**src/rtl/spi_regbank_pkg.sv**
```systemverilog
// rtl/spi_regbank_pkg.sv - shared types, constants and helpers for the SPI register bank
package spi_regbank_pkg;

    typedef enum logic [1:0] {
        IDLE    = 2'd0,
        CMD     = 2'd1,
        DATA_WR = 2'd2,
        DATA_RD = 2'd3
    } state_t;

    // Position of the read/write flag, counted down from the command word MSB
    localparam int CMD_RW_BIT = 0;

    // Mode encoding is {cpol, cpha}
    localparam logic [1:0] MODE0 = 2'b00;
    localparam logic [1:0] MODE1 = 2'b01;
    localparam logic [1:0] MODE2 = 2'b10;
    localparam logic [1:0] MODE3 = 2'b11;

    function automatic int addr_width(input int n);
        return (n <= 2) ? 1 : $clog2(n);
    endfunction

endpackage

```
**src/rtl/spi_regbank_burst_if.sv**
```systemverilog
// rtl/spi_regbank_burst_if.sv - SPI pin bundle between bus master and register bank
interface spi_regbank_burst_if;
    logic spi_cs_n;
    logic spi_clk;
    logic spi_mosi;
    logic spi_miso;

    modport master (
        output spi_cs_n,
        output spi_clk,
        output spi_mosi,
        input  spi_miso
    );

    modport slave (
        input  spi_cs_n,
        input  spi_clk,
        input  spi_mosi,
        output spi_miso
    );
endinterface

```
**src/rtl/spi_sclk_edge.sv**
```systemverilog
// rtl/spi_sclk_edge.sv - oversampled SCLK edge detector producing sample/shift pulses
module spi_sclk_edge (
    input  logic clk,
    input  logic rstb,
    input  logic ena,
    input  logic sclk,
    input  logic cpol,
    input  logic cpha,
    output logic sample_pulse,
    output logic shift_pulse
);

    logic sclk_q;
    logic leading;
    logic trailing;

    always_ff @(posedge clk or negedge rstb) begin
        if (!rstb) begin
            sclk_q <= 1'b0;
        end else if (ena) begin
            sclk_q <= sclk;
        end
    end

    // Leading edge leaves the idle (cpol) level, trailing edge returns to it
    assign leading  = (sclk_q == cpol) && (sclk != cpol);
    assign trailing = (sclk_q != cpol) && (sclk == cpol);

    assign sample_pulse = ena && (cpha ? trailing : leading);
    assign shift_pulse  = ena && (cpha ? leading  : trailing);

endmodule

```
**src/rtl/spi_regbank_burst.sv**
```systemverilog
// rtl/spi_regbank_burst.sv - SPI slave register bank with burst access and status snapshot
module spi_regbank_burst
    import spi_regbank_pkg::*;
#(
    parameter int NUM_CFG    = 8,
    parameter int NUM_STATUS = 8,
    parameter int REG_WIDTH  = 8,
    parameter logic [NUM_CFG*REG_WIDTH-1:0] CFG_RESET = '0
) (
    input  logic                             clk,
    input  logic                             rstb,
    input  logic                             ena,
    input  logic [1:0]                       mode,
    spi_regbank_burst_if.slave               spi,
    output logic [NUM_CFG*REG_WIDTH-1:0]     config_regs,
    output logic [NUM_CFG-1:0]               cfg_upd,
    input  logic [NUM_STATUS*REG_WIDTH-1:0]  status_regs,
    output logic                             busy
);

    localparam int AW  = REG_WIDTH - 1;
    localparam int CIW = addr_width(NUM_CFG);
    localparam int SIW = addr_width(NUM_STATUS);
    localparam int BCW = addr_width(REG_WIDTH);
    localparam logic [AW-1:0]  CFG_END  = AW'(NUM_CFG);
    localparam logic [AW-1:0]  LAST     = AW'(NUM_CFG + NUM_STATUS - 1);
    localparam logic [BCW-1:0] LAST_BIT = BCW'(REG_WIDTH - 1);

    state_t               state;
    logic [1:0]           mode_q;
    logic                 cs_q;
    logic [BCW-1:0]       bit_cnt;
    logic [AW-1:0]        addr;
    logic [REG_WIDTH-2:0] shift_in;
    logic [REG_WIDTH-1:0] tx_sr;
    logic [REG_WIDTH-1:0] cfg_q     [NUM_CFG];
    logic [REG_WIDTH-1:0] shadow    [NUM_STATUS];
    logic [REG_WIDTH-1:0] status_in [NUM_STATUS];

    logic                 sample_pulse;
    logic                 shift_pulse;
    logic [REG_WIDTH-1:0] word;
    logic [REG_WIDTH-1:0] rd_data;
    logic [AW-1:0]        next_addr;
    logic [AW-1:0]        s_off;
    logic [CIW-1:0]       cidx;
    logic [SIW-1:0]       sidx;

    spi_sclk_edge u_edge (
        .clk          (clk),
        .rstb         (rstb),
        .ena          (ena),
        .sclk         (spi.spi_clk),
        .cpol         (mode_q[1]),
        .cpha         (mode_q[0]),
        .sample_pulse (sample_pulse),
        .shift_pulse  (shift_pulse)
    );

    for (genvar i = 0; i < NUM_CFG; i++) begin : g_cfg
        assign config_regs[i*REG_WIDTH +: REG_WIDTH] = cfg_q[i];
    end

    for (genvar i = 0; i < NUM_STATUS; i++) begin : g_sts
        assign status_in[i] = status_regs[i*REG_WIDTH +: REG_WIDTH];
    end

    assign word      = {shift_in, spi.spi_mosi};
    assign s_off     = addr - CFG_END;
    assign cidx      = addr[CIW-1:0];
    assign sidx      = s_off[SIW-1:0];
    assign next_addr = (addr >= LAST) ? '0 : addr + AW'(1);
    assign spi.spi_miso = tx_sr[REG_WIDTH-1];

    always_comb begin
        rd_data = '0;
        if (addr < CFG_END) begin
            rd_data = cfg_q[cidx];
        end else if (addr <= LAST) begin
            rd_data = shadow[sidx];
        end
    end

    // CS high is checked before any SCLK pulse so an abort always wins over a word commit
    always_ff @(posedge clk or negedge rstb) begin
        if (!rstb) begin
            state    <= IDLE;
            mode_q   <= MODE0;
            cs_q     <= 1'b1;
            bit_cnt  <= '0;
            addr     <= '0;
            shift_in <= '0;
            tx_sr    <= '0;
            cfg_upd  <= '0;
            busy     <= 1'b0;
            for (int i = 0; i < NUM_CFG; i++) begin
                cfg_q[i] <= CFG_RESET[i*REG_WIDTH +: REG_WIDTH];
            end
            for (int i = 0; i < NUM_STATUS; i++) begin
                shadow[i] <= '0;
            end
        end else if (ena) begin
            cs_q    <= spi.spi_cs_n;
            cfg_upd <= '0;
            if (state == IDLE) begin
                if (cs_q && !spi.spi_cs_n) begin
                    mode_q  <= mode;
                    shadow  <= status_in;
                    bit_cnt <= '0;
                    tx_sr   <= '0;
                    state   <= CMD;
                    busy    <= 1'b1;
                end
            end else if (spi.spi_cs_n) begin
                state   <= IDLE;
                busy    <= 1'b0;
                bit_cnt <= '0;
                tx_sr   <= '0;
            end else begin
                if (sample_pulse) begin
                    shift_in <= word[REG_WIDTH-2:0];
                    if (bit_cnt == LAST_BIT) begin
                        bit_cnt <= '0;
                        if (state == CMD) begin
                            addr  <= word[AW-1:0];
                            state <= word[REG_WIDTH-1-CMD_RW_BIT] ? DATA_WR : DATA_RD;
                        end else if (state == DATA_WR) begin
                            if (addr < CFG_END) begin
                                cfg_q[cidx]   <= word;
                                cfg_upd[cidx] <= 1'b1;
                            end
                            addr <= next_addr;
                        end
                    end else begin
                        bit_cnt <= bit_cnt + BCW'(1);
                    end
                end
                // Bit count of zero marks the first shift edge of a read word
                if (shift_pulse && state == DATA_RD) begin
                    if (bit_cnt == '0) begin
                        tx_sr <= rd_data;
                        addr  <= next_addr;
                    end else begin
                        tx_sr <= {tx_sr[REG_WIDTH-2:0], 1'b0};
                    end
                end
            end
        end
    end

endmodule

```
**src/flat_wrapper.sv**
```systemverilog
// flat-port wrapper written by rule: the top's interface ports become plain ports
module spi_regbank_burst_flat import spi_regbank_pkg::*;
#(
    parameter int NUM_CFG    = 8,
    parameter int NUM_STATUS = 8,
    parameter int REG_WIDTH  = 8,
    parameter logic [NUM_CFG*REG_WIDTH-1:0] CFG_RESET = '0
)
  (clk, rstb, ena, mode, config_regs, cfg_upd, status_regs, busy, spi_spi_cs_n, spi_spi_clk, spi_spi_mosi, spi_spi_miso);
  spi_regbank_burst_if spi_i ();
  input  logic clk;
  input  logic rstb;
  input  logic ena;
  input  logic [1:0] mode;
  output logic [NUM_CFG*REG_WIDTH-1:0] config_regs;
  output logic [NUM_CFG-1:0] cfg_upd;
  input  logic [NUM_STATUS*REG_WIDTH-1:0] status_regs;
  output logic busy;
  input wire logic [$bits(spi_i.spi_cs_n)-1:0] spi_spi_cs_n;
  input wire logic [$bits(spi_i.spi_clk)-1:0] spi_spi_clk;
  input wire logic [$bits(spi_i.spi_mosi)-1:0] spi_spi_mosi;
  output wire logic [$bits(spi_i.spi_miso)-1:0] spi_spi_miso;
  assign spi_i.spi_cs_n = spi_spi_cs_n;
  assign spi_i.spi_clk = spi_spi_clk;
  assign spi_i.spi_mosi = spi_spi_mosi;
  assign spi_spi_miso = spi_i.spi_miso;
  spi_regbank_burst #(.NUM_CFG(NUM_CFG), .NUM_STATUS(NUM_STATUS), .REG_WIDTH(REG_WIDTH), .CFG_RESET(CFG_RESET)) u_core (.clk(clk), .rstb(rstb), .ena(ena), .mode(mode), .spi(spi_i), .config_regs(config_regs), .cfg_upd(cfg_upd), .status_regs(status_regs), .busy(busy));
endmodule
```
**config.mk**
```make
export PLATFORM = sky130hd
export DESIGN_NAME = spi_regbank_burst_flat
export DESIGN_NICKNAME = d
export VERILOG_FILES = /design/src/rtl/spi_regbank_pkg.sv /design/src/rtl/spi_regbank_burst_if.sv /design/src/rtl/spi_sclk_edge.sv /design/src/rtl/spi_regbank_burst.sv /design/src/flat_wrapper.sv
export SDC_FILE = /design/constraint.sdc
export NUM_CORES = 1
export LEC_CHECK = 0
export ABC_AREA = 1
export CAP_MARGIN = 10
export CORE_MARGIN = 2
export CORE_UTILIZATION = 30
export CTS_BUF_LIST = sky130_fd_sc_hd__clkbuf_4 sky130_fd_sc_hd__clkbuf_8 sky130_fd_sc_hd__clkbuf_16
export CTS_CLUSTER_SIZE = 14
export DETAILED_ROUTE_END_ITERATION = 16
export HOLD_SLACK_MARGIN = 0.12
export PLACE_DENSITY = 0.57
export SYNTH_ARGS = -nofsm -noshare
export SYNTH_HDL_FRONTEND = slang
export SYNTH_SLANG_ARGS = --single-unit
```
**constraint.sdc**
```tcl
create_clock -name clk -period 5.2 [get_ports clk]
set_clock_uncertainty 0.2 [all_clocks]
set_input_delay 0.52 -clock clk [delete_from_list [all_inputs] [get_ports clk]]
set_output_delay 0.52 -clock clk [all_outputs]
set_load 0.02 [all_outputs]
```
Yosys cells after proc, flatten, opt, wreduce, memory -nomap -nowiden
Cells that the tools add are included.
- flip-flop bits (word level): 168
- input port bits: 72
- word-level logic and storage cells: 124
- add/sub/neg operators: 3
- $lt $le $gt $ge: 8
- equal/unequal tests: 9
- multiplexer cells: 49
- bitwise operators: 5
- reduce and logical (&&, ||, !) cells: 24
- operators with widths (operator ; number):
    8-bit 2-to-1 mux ; 19
    64-bit bitwise mux ; 1
    7-bit 2-to-1 mux ; 7
    8-bit binary-select mux with 3-bit select ; 2
    8-bit demux with 3-bit select ; 1
    3-bit 2-to-1 mux ; 5
    3-bit AND reduction ; 5
    2-bit 2-to-1 mux ; 6
    3-bit nonzero test ; 4
    4-bit >= comparator (second input constant) ; 2
    1-bit logical AND ; 8
    3-bit inverter with 4-bit output ; 2
    8-bit AND reduction ; 1
    7-bit by 1-bit adder with 7-bit output (second input constant) ; 1
    7-bit by 4-bit >= comparator with 1-bit output (second input constant) ; 1
    7-bit by 4-bit less-or-equal comparator with 1-bit output (second input constant) ; 1
    7-bit by 4-bit less-than comparator with 1-bit output (second input constant) ; 1
    1-bit 2-to-1 mux ; 7
    5-bit AND reduction ; 1
    2-bit equality test (second input constant) ; 2
    3-bit by 4-bit less-than comparator with 1-bit output (second input constant) ; 1
    4-bit by 1-bit less-than comparator with 1-bit output (second input constant) ; 1
    4-bit AND reduction ; 1
    3-bit by 1-bit adder with 3-bit output (second input constant) ; 1
    13 further kinds ; 17

Longest topological paths before layout
- word-level depth: 11
- gate-level depth with buffers: 13
- depth with buffers taken out: 11

Modules after synthesis
Synthesis repeated with hierarchy kept, for this count alone.
- cell total of the unflattened synthesis: 1090
- area total of the unflattened synthesis: 8114.0 um^2
- by module, submodules not included (module ; times used ; cells each ; area an instance (um^2) ; seq. area each (um^2)):
    spi_regbank_burst ; 1 ; 1067 ; 8000.2 ; 4180.3
    spi_sclk_edge ; 1 ; 23 ; 113.9 ; 25.0

Worst setup path after synthesis
No wires, ideal clock.
- kind: register to register
- start: register u_core.addr[5]
- end: register u_core.cfg_q (netlist bit u_core.config_regs[10])
- arrival: 1.842 ns
- data required time: 4.883 ns
- path slack: 3.041 ns
- cell stages (with the launch flop): 10
- path buffers: 1
- period minus slack after synthesis: 2.159 ns
- cells stage by stage: dfrtp_1 > nor2_2 > nand2_2 > nor2_8 > inv_2 > nor3_4 > nand3_4 > buf_6 > o21ai_1 > inv_1
- word-level cells in the longest chain between the ends: 2
- ends and longest elaborated chain (element ; line ; source):
    start, declared ; spi_regbank_burst.sv:33 ; logic [AW-1:0] addr;
    start signal, assigned ; spi_regbank_burst.sv:125 ; addr <= word[AW-1:0];
    start signal, assigned ; spi_regbank_burst.sv:132 ; addr <= next_addr;
    start signal, assigned ; spi_regbank_burst.sv:142 ; addr <= next_addr;
    7-bit by 4-bit less-than comparator with 1-bit output ; spi_regbank_burst.sv:128 ; if (addr < CFG_END) begin
    8-bit AND reduction (no line) ; n/a ;
    end signal, assigned by index ; spi_regbank_burst.sv:97 ; cfg_q[i] <= CFG_RESET[i*REG_WIDTH +: REG_WIDTH];
    end signal, assigned by index ; spi_regbank_burst.sv:129 ; cfg_q[cidx] <= word;
    end, declared ; spi_regbank_burst.sv:36 ; logic [REG_WIDTH-1:0] cfg_q [NUM_CFG];
Every way passes these cells.
A chain may end at the register's enable or synchronous reset.

Worst setup path in the final report
- start: register u_core.addr[1]
- end: register u_core.tx_sr[3]
- word-level cells in the longest chain between the ends: 11
- elaborated cells on any way between the ends: 17
- ends and longest elaborated chain (element ; line ; source):
    3-bit by 1-bit subtractor with 3-bit output ; spi_regbank_burst.sv:69 ; assign s_off = addr - CFG_END;
    3-bit inverter with 4-bit output (not written as such) ; spi_regbank_burst.sv:80 ; rd_data = shadow[sidx];
    8-bit binary-select mux with 3-bit select ; spi_regbank_burst.sv:80 ;
    8-bit 2-to-1 mux (not written as such) (2 in a row) ; spi_regbank_burst.sv:80 ;
    8-bit 2-to-1 mux ; spi_regbank_burst.sv:79 ; end else if (addr <= LAST) begin
    8-bit 2-to-1 mux (*) ; spi_regbank_burst.sv:77 ; if (addr < CFG_END) begin
    8-bit 2-to-1 mux (*) ; spi_regbank_burst.sv:140 ; if (bit_cnt == '0) begin
    8-bit 2-to-1 mux (*) ; spi_regbank_burst.sv:139 ; if (shift_pulse && state == DATA_RD) begin
    8-bit 2-to-1 mux (*) ; spi_regbank_burst.sv:114 ; end else if (spi.spi_cs_n) begin
    8-bit 2-to-1 mux (*) ; spi_regbank_burst.sv:105 ; if (state == IDLE) begin
    end signal, assigned ; spi_regbank_burst.sv:141 ; tx_sr <= rd_data;
    end signal, assigned ; spi_regbank_burst.sv:144 ; tx_sr <= {tx_sr[REG_WIDTH-2:0], 1'b0};
    end, declared ; spi_regbank_burst.sv:35 ; logic [REG_WIDTH-1:0] tx_sr;
Every way passes the cells marked *; elsewhere a longest branch is shown, timed or not. The select of a mux whose other input is x is not followed.

==> flow_summary.json <==
{
  "status": "complete, no violations",
  "syn2layout_area_growth_pct": 27.7,
  "synth_seq_cells": 168,
  "fin_area_sq_um": 10800,
  "synthesis.nets": 1087,
  "path_max_fanout": 18,
  "max_slew_margin_pct": 31.8,
  "ys_top_cells_by_area": "dfrtp_1 (49%), nand2_1 (11%), inv_1 (7.6%), mux2_2 (7.6%), o21ai_1 (3.8%)",
  "critPathLaunchType": "register",
  "fmax_mhz": 316,
  "h-tree-depth": 4,
  "ioPinCount": 146,
  "wl_per_cell_microns": 16.5,
  "yosys.area.top_type": "dfrtp_1",
  "min_period_ps": 3160,
  "fp.dieH_microns": 172,
  "synth_cell_type_count": 32,
  "antenna_cells": 0,
  "timing.final.crit_share_pct": 60.8,
  "ys_warn_count": 0,
  "clock_latency_ps": 440,
  "powerDensity_nw_per_um2": 400,
  "fp.dieW_microns": 172,
  "cts_root_buffer": "clkbuf_16",
  "cts_tree": "built",
  "multi_input_area_sq_um": 3320,
  "grt_start_max_net_pins": 103,
  "ant_nets": 0,
  "p_total_mw": 4.31,
  "initial_core_util_pct": 30.4,
  "nFillCells": 2867,
  "cts_buffer_depth": 2,
  "drt-pass1-iter-count": 5,
  "hold_viol": 0,
  "first_global_vias": 6851,
  "cts_inserted_buffers": 17,
  "syn_area_sq_um": 8440,
  "io_buffers": 145,
  "antenna_found_initial": 0,
  "cts_hold_buf": 1,
  "cp_cell_sequence": "clkinv_1 -> nor2_1 -> nand2_1 -> o22ai_1 -> nor2_1 -> nand3_1 -> nand3_1 -> nand2_1 -> nand2_1",
  "cp-end-kind": "register",
  "crit_type": "reg2reg",
  "yosysMostFrequentCell": "nand2_1",
  "async_reset_ff_share_pct": 100,
  "drv_slew": 0,
  "wirelength_microns": 25200,
  "cts_resized": 0,
  "first_iter_violations": 537,
  "rsz0062_at_grt": "false",
  "via_per_inst": 4.63,
  "synth_ff_type": "dfrtp_1",
  "drive_above_1_share_pct": 10.1,
  "syn_avg_cell_area_sq_um": 8.35,
  "crit_path_frequent_cell": "nand2_1",
  "place.gp.congestion": 0.881,
  "seq_area_sq_um": 4210,
  "dp_hpwl_microns": 18100,
  "max-cap-violations": 0,
  "cp_top_family": "simple AND/OR/NAND/NOR gates",
  "synth_edf_count": 0,
  "cts_setup_buffers": 0,
  "ys_seq_area_share_pct": 49.8,
  "setup_viol": 0,
  "p_leak_nw": 5.00,
  "ir_worst_vdd_uv": 197,
  "die_area_sq_um": 29500,
  "synthTopCellsByCount": "nand2_1 (246), inv_1 (171), dfrtp_1 (167), nor2_1 (74), o21ai_1 (64)",
  "synth_cells": 1011,
  "tightest_slew_ps": 1020,
  "netlist.area_leader.share_pct": 49.5,
  "crit_buf_inv": 1,
  "cp.arrival_ps": 3280,
  "final_util_pct": 38.8,
  "grt-ovfl-total": 0,
  "fin_nets": 1213,
  "row_count": 61,
  "post_dp_cell_area_sq_um": 10200,
  "cpPeakStageDelay_ps": 790,
  "via_count": 7080,
  "drc": 0,
  "hold_class": "reg2reg",
  "path_clk_slew_ps": 70,
  "slowest_stage": "dfrtp_1",
  "required_ps": 5320,
  "final.setup.tns_ps": 0,
  "grt_pass1_wl_microns": 38800,
  "grtUsageTotal_pct": 17.5,
  "core-area_sq_um": 27800,
  "clock_sinks": 168
}
==> tightest hold or removal path: stages (launching register included) <==
cell,delay (ps)
dfrtp_1,350
nand2_1,50
nand2_1,50
==> worst paths after layout <==
kind / from / to / slack [ps] / depth (start not counted)
max in group asynchronous: rstb / u_core.cs_q$_DFFE_PN1P_ / 3120 / 3
min in group asynchronous: rstb / u_core.shadow[19]$_DFFE_PN0P_ / 530 / 2
worst max-delay path: u_core.addr[1]$_DFFE_PN0P_ / u_core.tx_sr[3]$_DFFE_PN0P_ / 2040 / 9
worst max register to register: u_core.addr[1]$_DFFE_PN0P_ / u_core.tx_sr[3]$_DFFE_PN0P_ / 2040 / 9
worst min-delay path: u_core.busy$_DFFE_PN0P_ / u_core.busy$_DFFE_PN0P_ / 280 / 2
worst min register to register: u_core.busy$_DFFE_PN0P_ / u_core.busy$_DFFE_PN0P_ / 280 / 2
==> sequential cells by signal (all words and copies together), names as in the netlist <==
register / flops
u_core.config_regs: 64
u_core.tx_sr: 8
u_core.addr: 7
u_core.mode_q: 2
u_core.bit_cnt: 3
u_core.busy: 1
u_core.shadow: 64
u_core.cs_q: 1
u_core.shift_in: 7
u_core.u_edge.sclk_q: 1
u_core.cfg_upd: 8
u_core.state: 2
==> kinds of logic (layout without fill, tap and decap cells) <==
logic type,Yosys count,after routing,share of synthesized area [%]
xor+xnor,1,1,0.104
buf+inv,221,360,10.9
compound gates,165,165,10.5
fa+ha+maj,4,4,0.593
simple gates,395,395,20.4
flops,168,168,49.8
mux,57,57,7.60
==> power by group <==
group          leakage (nW)  internal [mW]  switching [mW]
Clock                 0.283          0.688           0.604
Sequential             1.84           1.63           0.286
Combinational          2.87          0.489           0.616
Total                  5.00           2.80            1.51
==> layout make-up <==
| type | instances | area share, % |
|---|---|---|
| flip-flops and latches | 168 | 39.0 |
| multi-input cells | 622 | 30.8 |
| repair buffers | 152 | 14.1 |
| inverters | 176 | 6.13 |
| well taps | 378 | 4.39 |
| clock buffers | 17 | 3.95 |
| clock inverters | 15 | 1.67 |
==> routing by layer <==
metal / GRT usage [%] / vias up / routed length, microns / part of all wire, %
met5: 0 / - / 0 / 0
met4: 4.06 / 0 / 342 / 1.4
met3: 3.70 / 26 / 1200 / 4.7
met2: 28.8 / 174 / 12100 / 48
met1: 23.7 / 3420 / 11500 / 46
li1: - / 3460 / - / -
==> per-stage QoR <==
stage	hold slack [ps]	instances	setup slack (ps)
global placement	268	1495	1860
floorplan	24.4	1011	3040
CTS	284	1528	2110
detailed placement	266	1495	1760
global route	296	1528	1820
finish	279	1528	2040
==> cell usage in the layout, fill, tap and decap left out, types with 2 or more instances in the layout <==
master           count
inv_6                3
inv_8                4
ha_1                 4
nand4_1              3
inv_1              171
o22ai_1             42
o211ai_1             2
nor3_1               3
o21ai_0             40
clkbuf_16           17
nand2_1            245
a21oi_1             15
nor2_1              74
nand3_4              8
nor2_2               2
dfrtp_1            167
clkinv_1             3
o21ai_1             64
clkinv_8             3
clkdlybuf4s50_1    144
buf_4                5
nand3_1             53
mux2_2              57
clkinvlp_4           4
nand2_2              2
inv_2                2
No activity file was read; power rests on OpenSTA's default activity.
